<file path="src/rtl/morse_char_scheduler.sv">
// Character scheduler: queues ASCII bytes in a small FIFO and feeds them one
// at a time to the ASCII-to-Morse lookup and Morse signal generator, inserting
// inter-character and inter-word silence after each one.
module morse_char_scheduler #(
  parameter int FIFO_DEPTH     = 16,
  parameter int CLKS_PER_UNIT  = 2500000,
  parameter int CHAR_GAP_UNITS = 3,
  parameter int WORD_GAP_UNITS = 7
) (
  input  logic                            i_Clock,
  input  logic                            i_Rst_L,
  input  logic                            i_Char_DV,
  input  logic [7:0]                      i_Char,
  input  logic                            i_Flush,
  output logic [7:0]                      o_Char,
  input  logic                            i_Morse_Valid,
  output logic                            o_Morse_Start,
  input  logic                            i_Morse_Done,
  output logic                            o_Busy,
  output logic                            o_Empty,
  output logic                            o_Full,
  output logic [$clog2(FIFO_DEPTH+1)-1:0] o_Count,
  output logic                            o_Overflow,
  output logic                            o_Drop
);

  localparam int AW      = (FIFO_DEPTH > 1) ? $clog2(FIFO_DEPTH) : 1;
  localparam int CW      = $clog2(FIFO_DEPTH + 1);
  localparam int GAP_MAX = WORD_GAP_UNITS * CLKS_PER_UNIT;
  localparam int GW      = $clog2(GAP_MAX + 1);

  // Counter preloads are one less than the gap length so that the GAP state
  // lasts exactly the full number of clocks when counting down to zero.
  localparam logic [GW-1:0] CHAR_GAP_LOAD = GW'(CHAR_GAP_UNITS * CLKS_PER_UNIT - 1);
  localparam logic [GW-1:0] WORD_GAP_LOAD = GW'((WORD_GAP_UNITS - CHAR_GAP_UNITS) * CLKS_PER_UNIT - 1);

  typedef enum logic [2:0] {
    ST_IDLE,
    ST_LOOKUP,
    ST_DISPATCH,
    ST_WAIT_DONE,
    ST_GAP
  } state_t;

  state_t          state;
  state_t          state_next;
  logic [7:0]      mem [FIFO_DEPTH];
  logic [AW-1:0]   wr_ptr;
  logic [AW-1:0]   rd_ptr;
  logic [CW-1:0]   count_next;
  logic            push;
  logic            pop;
  logic            start_next;
  logic            drop_next;
  logic            gap_load;
  logic [GW-1:0]   gap_load_val;
  logic [GW-1:0]   gap_cnt;
  logic            gap_done;

  // A flush also swallows any byte pushed in the same cycle.
  assign push     = i_Char_DV && !o_Full && !i_Flush;
  assign gap_done = (gap_cnt == '0);
  assign o_Busy   = (state != ST_IDLE);

  // Next occupancy: flush wins, otherwise simultaneous push and pop cancel.
  always_comb begin
    count_next = o_Count;
    if (i_Flush) begin
      count_next = '0;
    end else if (push && !pop) begin
      count_next = o_Count + CW'(1);
    end else if (pop && !push) begin
      count_next = o_Count - CW'(1);
    end
  end

  // Scheduler next-state logic: pop, settle lookup, dispatch, wait, then idle gap.
  always_comb begin
    state_next   = state;
    pop          = 1'b0;
    start_next   = 1'b0;
    drop_next    = 1'b0;
    gap_load     = 1'b0;
    gap_load_val = CHAR_GAP_LOAD;
    case (state)
      ST_IDLE: begin
        if (!o_Empty) begin
          pop        = 1'b1;
          state_next = ST_LOOKUP;
        end
      end
      ST_LOOKUP: begin
        state_next = ST_DISPATCH;
      end
      ST_DISPATCH: begin
        if (o_Char == 8'h20) begin
          gap_load     = 1'b1;
          gap_load_val = WORD_GAP_LOAD;
          state_next   = ST_GAP;
        end else if (i_Morse_Valid) begin
          start_next = 1'b1;
          state_next = ST_WAIT_DONE;
        end else begin
          drop_next  = 1'b1;
          state_next = ST_IDLE;
        end
      end
      ST_WAIT_DONE: begin
        if (i_Morse_Done) begin
          gap_load   = 1'b1;
          state_next = ST_GAP;
        end
      end
      ST_GAP: begin
        if (gap_done) begin
          state_next = ST_IDLE;
        end
      end
      default: begin
        state_next = ST_IDLE;
      end
    endcase
  end

  // State register.
  always_ff @(posedge i_Clock or negedge i_Rst_L) begin
    if (!i_Rst_L) begin
      state <= ST_IDLE;
    end else begin
      state <= state_next;
    end
  end

  // Gap timer: preloaded on entry to GAP and counted down to zero.
  always_ff @(posedge i_Clock or negedge i_Rst_L) begin
    if (!i_Rst_L) begin
      gap_cnt <= '0;
    end else if (gap_load) begin
      gap_cnt <= gap_load_val;
    end else if (state == ST_GAP && !gap_done) begin
      gap_cnt <= gap_cnt - GW'(1);
    end
  end

  // FIFO pointers and registered occupancy flags.
  always_ff @(posedge i_Clock or negedge i_Rst_L) begin
    if (!i_Rst_L) begin
      wr_ptr  <= '0;
      rd_ptr  <= '0;
      o_Count <= '0;
      o_Empty <= 1'b1;
      o_Full  <= 1'b0;
    end else begin
      if (push) begin
        wr_ptr <= wr_ptr + AW'(1);
      end
      if (i_Flush) begin
        rd_ptr <= wr_ptr;
      end else if (pop) begin
        rd_ptr <= rd_ptr + AW'(1);
      end
      o_Count <= count_next;
      o_Empty <= (count_next == '0);
      o_Full  <= (count_next == CW'(FIFO_DEPTH));
    end
  end

  // FIFO storage; contents need no reset since occupancy guards every read.
  always_ff @(posedge i_Clock) begin
    if (push) begin
      mem[wr_ptr] <= i_Char;
    end
  end

  // Registered outputs: current character and one-cycle status pulses.
  always_ff @(posedge i_Clock or negedge i_Rst_L) begin
    if (!i_Rst_L) begin
      o_Char        <= 8'h00;
      o_Morse_Start <= 1'b0;
      o_Drop        <= 1'b0;
      o_Overflow    <= 1'b0;
    end else begin
      if (pop) begin
        o_Char <= mem[rd_ptr];
      end
      o_Morse_Start <= start_next;
      o_Drop        <= drop_next;
      o_Overflow    <= i_Char_DV && o_Full;
    end
  end

endmodule

</file>
<file path="config.mk">
export PLATFORM = sky130hd
export DESIGN_NAME = morse_char_scheduler
export DESIGN_NICKNAME = d
export VERILOG_FILES = /design/src/rtl/morse_char_scheduler.sv
export SDC_FILE = /design/constraint.sdc
export NUM_CORES = 1
export LEC_CHECK = 0
export CAP_MARGIN = 25
export CELL_PAD_IN_SITES_DETAIL_PLACEMENT = 0
export CELL_PAD_IN_SITES_GLOBAL_PLACEMENT = 1
export CORE_UTILIZATION = 51
export DETAILED_ROUTE_END_ITERATION = 12
export PLACE_DENSITY_LB_ADDON = 0.15
export SYNTH_ARGS = -nofsm -noshare
export SYNTH_HDL_FRONTEND = slang
export SYNTH_SLANG_ARGS = --single-unit
</file>
<file path="constraint.sdc">
create_clock -name i_Clock -period 3.4 [get_ports i_Clock]
set_input_delay 0.68 -clock i_Clock [delete_from_list [all_inputs] [get_ports i_Clock]]
set_output_delay 0.68 -clock i_Clock [all_outputs]
set_load 0.01 [all_outputs]
</file>
==> key figures <==
STA
  • Clk_skew: 0.0109 ns
  • Tightest Pin Transition: 0.671 ns
  • Period utilization: 75.6%
  • Achievable Freq: 389 MHz
  • Slew Limit Fails: 0
  • Slew HR: 54.9%
  • Hold Fails Final Rpt: 0
  • RSZ-0062 raised after global routing: no
  • Post-route minimum period: 2.57 ns
  • TNS Setup: 0 ns
  • Number of failing setup endpoints in the final timing report: 0

Run
  • Max cap viols: 0

Power and ir drop
  • Leak Pwr: 3.13 nW
  • Power Dens Cells: 757 nW/um^2
  • Worst vdd ir: 0.457 mV

Status
  • Violations in the final reports: design-rule violations
  • Outcome: finished with violations

Global route
  • Met2 Resource Use GR: 35.3%
  • Vias in the first global route: 4492
  • Most utilized layer in the global route result: met2
  • GR Overflow Total: 0
  • First-pass GRT wire length: 25100 um
  • Met3 GRT Util: 4.15%
  • Grt met1 use: 28.9%
  • Pin count of the biggest net entering global routing: 36
  • Initial antenna violation count: 0
  • Overall Global Routing Usage: 21.6%

Worst hold path
  • Worst Hold Class: in2async

Die
  • Die Width: 125 um
  • # rows: 44
  • Total die area: 15700 um^2
  • IO Count: 33
  • Initial Util: 52.8%
  • Die height: 125 um
  • Core area: 14700 um^2

Critical path
  • Setup CP Type: in2reg
  • Flop-to-flop setup slack: 0.84 ns
  • R2R Path Start: state[1]
  • Slowest stage cell, crit path: or3b_2
  • Reg2reg end: gap_cnt[16]
  • Worst EP required: 3.73 ns
  • Critical-path maximum fanout: 8
  • CP peak stage delay: 0.54 ns
  • CP Launch Type: input port
  • Critical path, cell by cell: clkdlybuf4s50_1, or3b_2, and4_1, nor4b_1, a21boi_0, nor4bb_1
  • Worst r2r path cells: 5
  • Arrival time at the worst endpoint: 2.90 ns
  • CP endpoint kind: flip-flop

Synthesis
  • Post-Syn Nets: 533
  • Commonest register cell after synthesis: edfxtp_1
  • Cell Area, Synth: 7760 um^2
  • EDFF count, synth: 128
  • Synthesized flop and latch total: 182
  • Synth warn: 0
  • Synth Instances: 510
  • Seq/Total Area, Yosys: 66.9%
  • Synth async-reset ratio: 29.7%
  • Yosys cell types: 52
  • Mean Syn Cell Area: 15.2 um^2

Cells and area
  • Area grow syn2layout: 16.2%
  • Nets: 590
  • Commonest non-fill, non-tap cell in the layout: edfxtp_1
  • Ratio of cells with drive above 1 in the final layout: 18.3%
  • Final instance area: 9020 um^2
  • Ant. Diodes: 0
  • Commonest cells after routing, fill and taps aside: 128 x edfxtp_1, 52 x dfrtp_1, 43 x nor2_1
  • Final cell utilization of the core: 61.4%
  • Final Instance Count excl. Fillers: 764

Clock network
  • Post-CTS Setup Bufs: 0
  • Clk Latency, worst-skew pair: 0.43 ns
  • Post-CTS Resized: 0
  • Htree depth: 4
  • Clock sinks: 182
  • CTS tree: done
  • Cts hold-fix bufs: 0
  • Clock slew at reported path FFs: 0.07 ns
  • Clk buf depth: 2
  • CTS buffer count: 17
  • Clock root cell: clkbuf_16

Placed design
  • Placed cell area: 8430 um^2
  • Number of port buffers: 32
  • Placer congestion estimate: 0.833
  • Post-DP HPWL: 10500 um
  • Placed insts: 732

Routing
  • DRT iter0 DRCs: 370
  • Pre-Repair DR Iteration Count: 9
  • Via count: 4549
  • Residual DRC count: 5
  • Vias/cell: 5.95
  • Post-Route WL: 15600 um
  • DRT antenna net count: 0
  • Wire per inst: 20.4 um
cell usage after synthesis, types with 9 or more instances:
master | count | area share (%)
mux2i_1 | 21 | 2.7
dfrtp_1 | 53 | 17
or4_1 | 10 | 0.97
nor2_1 | 43 | 2.1
edfxtp_1 | 128 | 50
ha_1 | 9 | 1.5
clkbuf_1 | 12 | 0.58
mux4_2 | 32 | 9.3
a21oi_1 | 19 | 1.2
nand2_1 | 24 | 1.2
o21ai_0 | 18 | 1.2
nor4_1 | 12 | 0.97
nor3_1 | 16 | 1.0
worst max path at each step:
stage	start	to	slack (ns)	depth (start not counted)
2_1_floorplan	i_Flush	mem[3][0]	0.90	4
3_3_place_gp	i_Char_DV	o_Full	0.45	6
3_5_place_dp	i_Char_DV	o_Full	0.43	6
4_1_cts	state[1]	gap_cnt[16]	0.86	5
5_1_grt	i_Char_DV	o_Full	0.67	6
6_report	i_Char_DV	o_Full	0.83	6
area by class of cell:
cell class | instances | area (um^2)
clock buffer | 17 | 425
clock inverter | 15 | 168
fill | 1078 | 5680
inverter | 8 | 30.0
multi-input combinational | 297 | 2440
sequential | 182 | 5200
tap | 184 | 230
timing repair buffer | 61 | 533
state kept, by name, indices dropped and copies added (netlist names):
name / cells
o_Drop: 1
state: 3
o_Morse_Start: 1
gap_cnt: 25
o_Full: 1
mem: 128
rd_ptr: 4
o_Count: 5
o_Empty: 1
wr_ptr: 4
o_Char: 8
o_Overflow: 1
critical path: cells and delay by family:
kind / cells / cell delay [ns]
AO/OA/AOI/OAI: 1 / 0.28
buffers and inverters: 1 / 0.49
AND/OR/NAND/NOR: 4 / 1.45
stage by stage:
stage                     hold WS, ns  power [mW]  setup WS, ns
after floorplan                 0.384        4.25         0.897
after global placement          0.530        4.89         0.448
after detailed placement        0.530        4.93         0.430
after CTS                       0.267        6.90         0.860
after global routing            0.320        7.17         0.667
final                           0.274        6.83         0.828
logic make-up after synthesis:
group / synth area share, %
buffers and inverters: 1.76
flip-flops: 66.9
XOR/XNOR: 1.35
multiplexers: 12.3
adder cells (fa/ha/maj): 1.45
AO/OA/AOI/OAI: 5.77
AND/OR/NAND/NOR: 10.5
power by group:
group	switching [mW]	total [mW]	internal (mW)
Clock	0.867	1.97	1.10
Sequential	0.317	2.98	2.66
Combinational	0.952	1.88	0.929
layer usage:
layer,wire [um],vias up
li1,-,2127
met1,7040,2304
met2,7590,100
met3,637,18
met4,304,0
met5,0,-
Note: power is estimated with default switching activity, not from simulation.
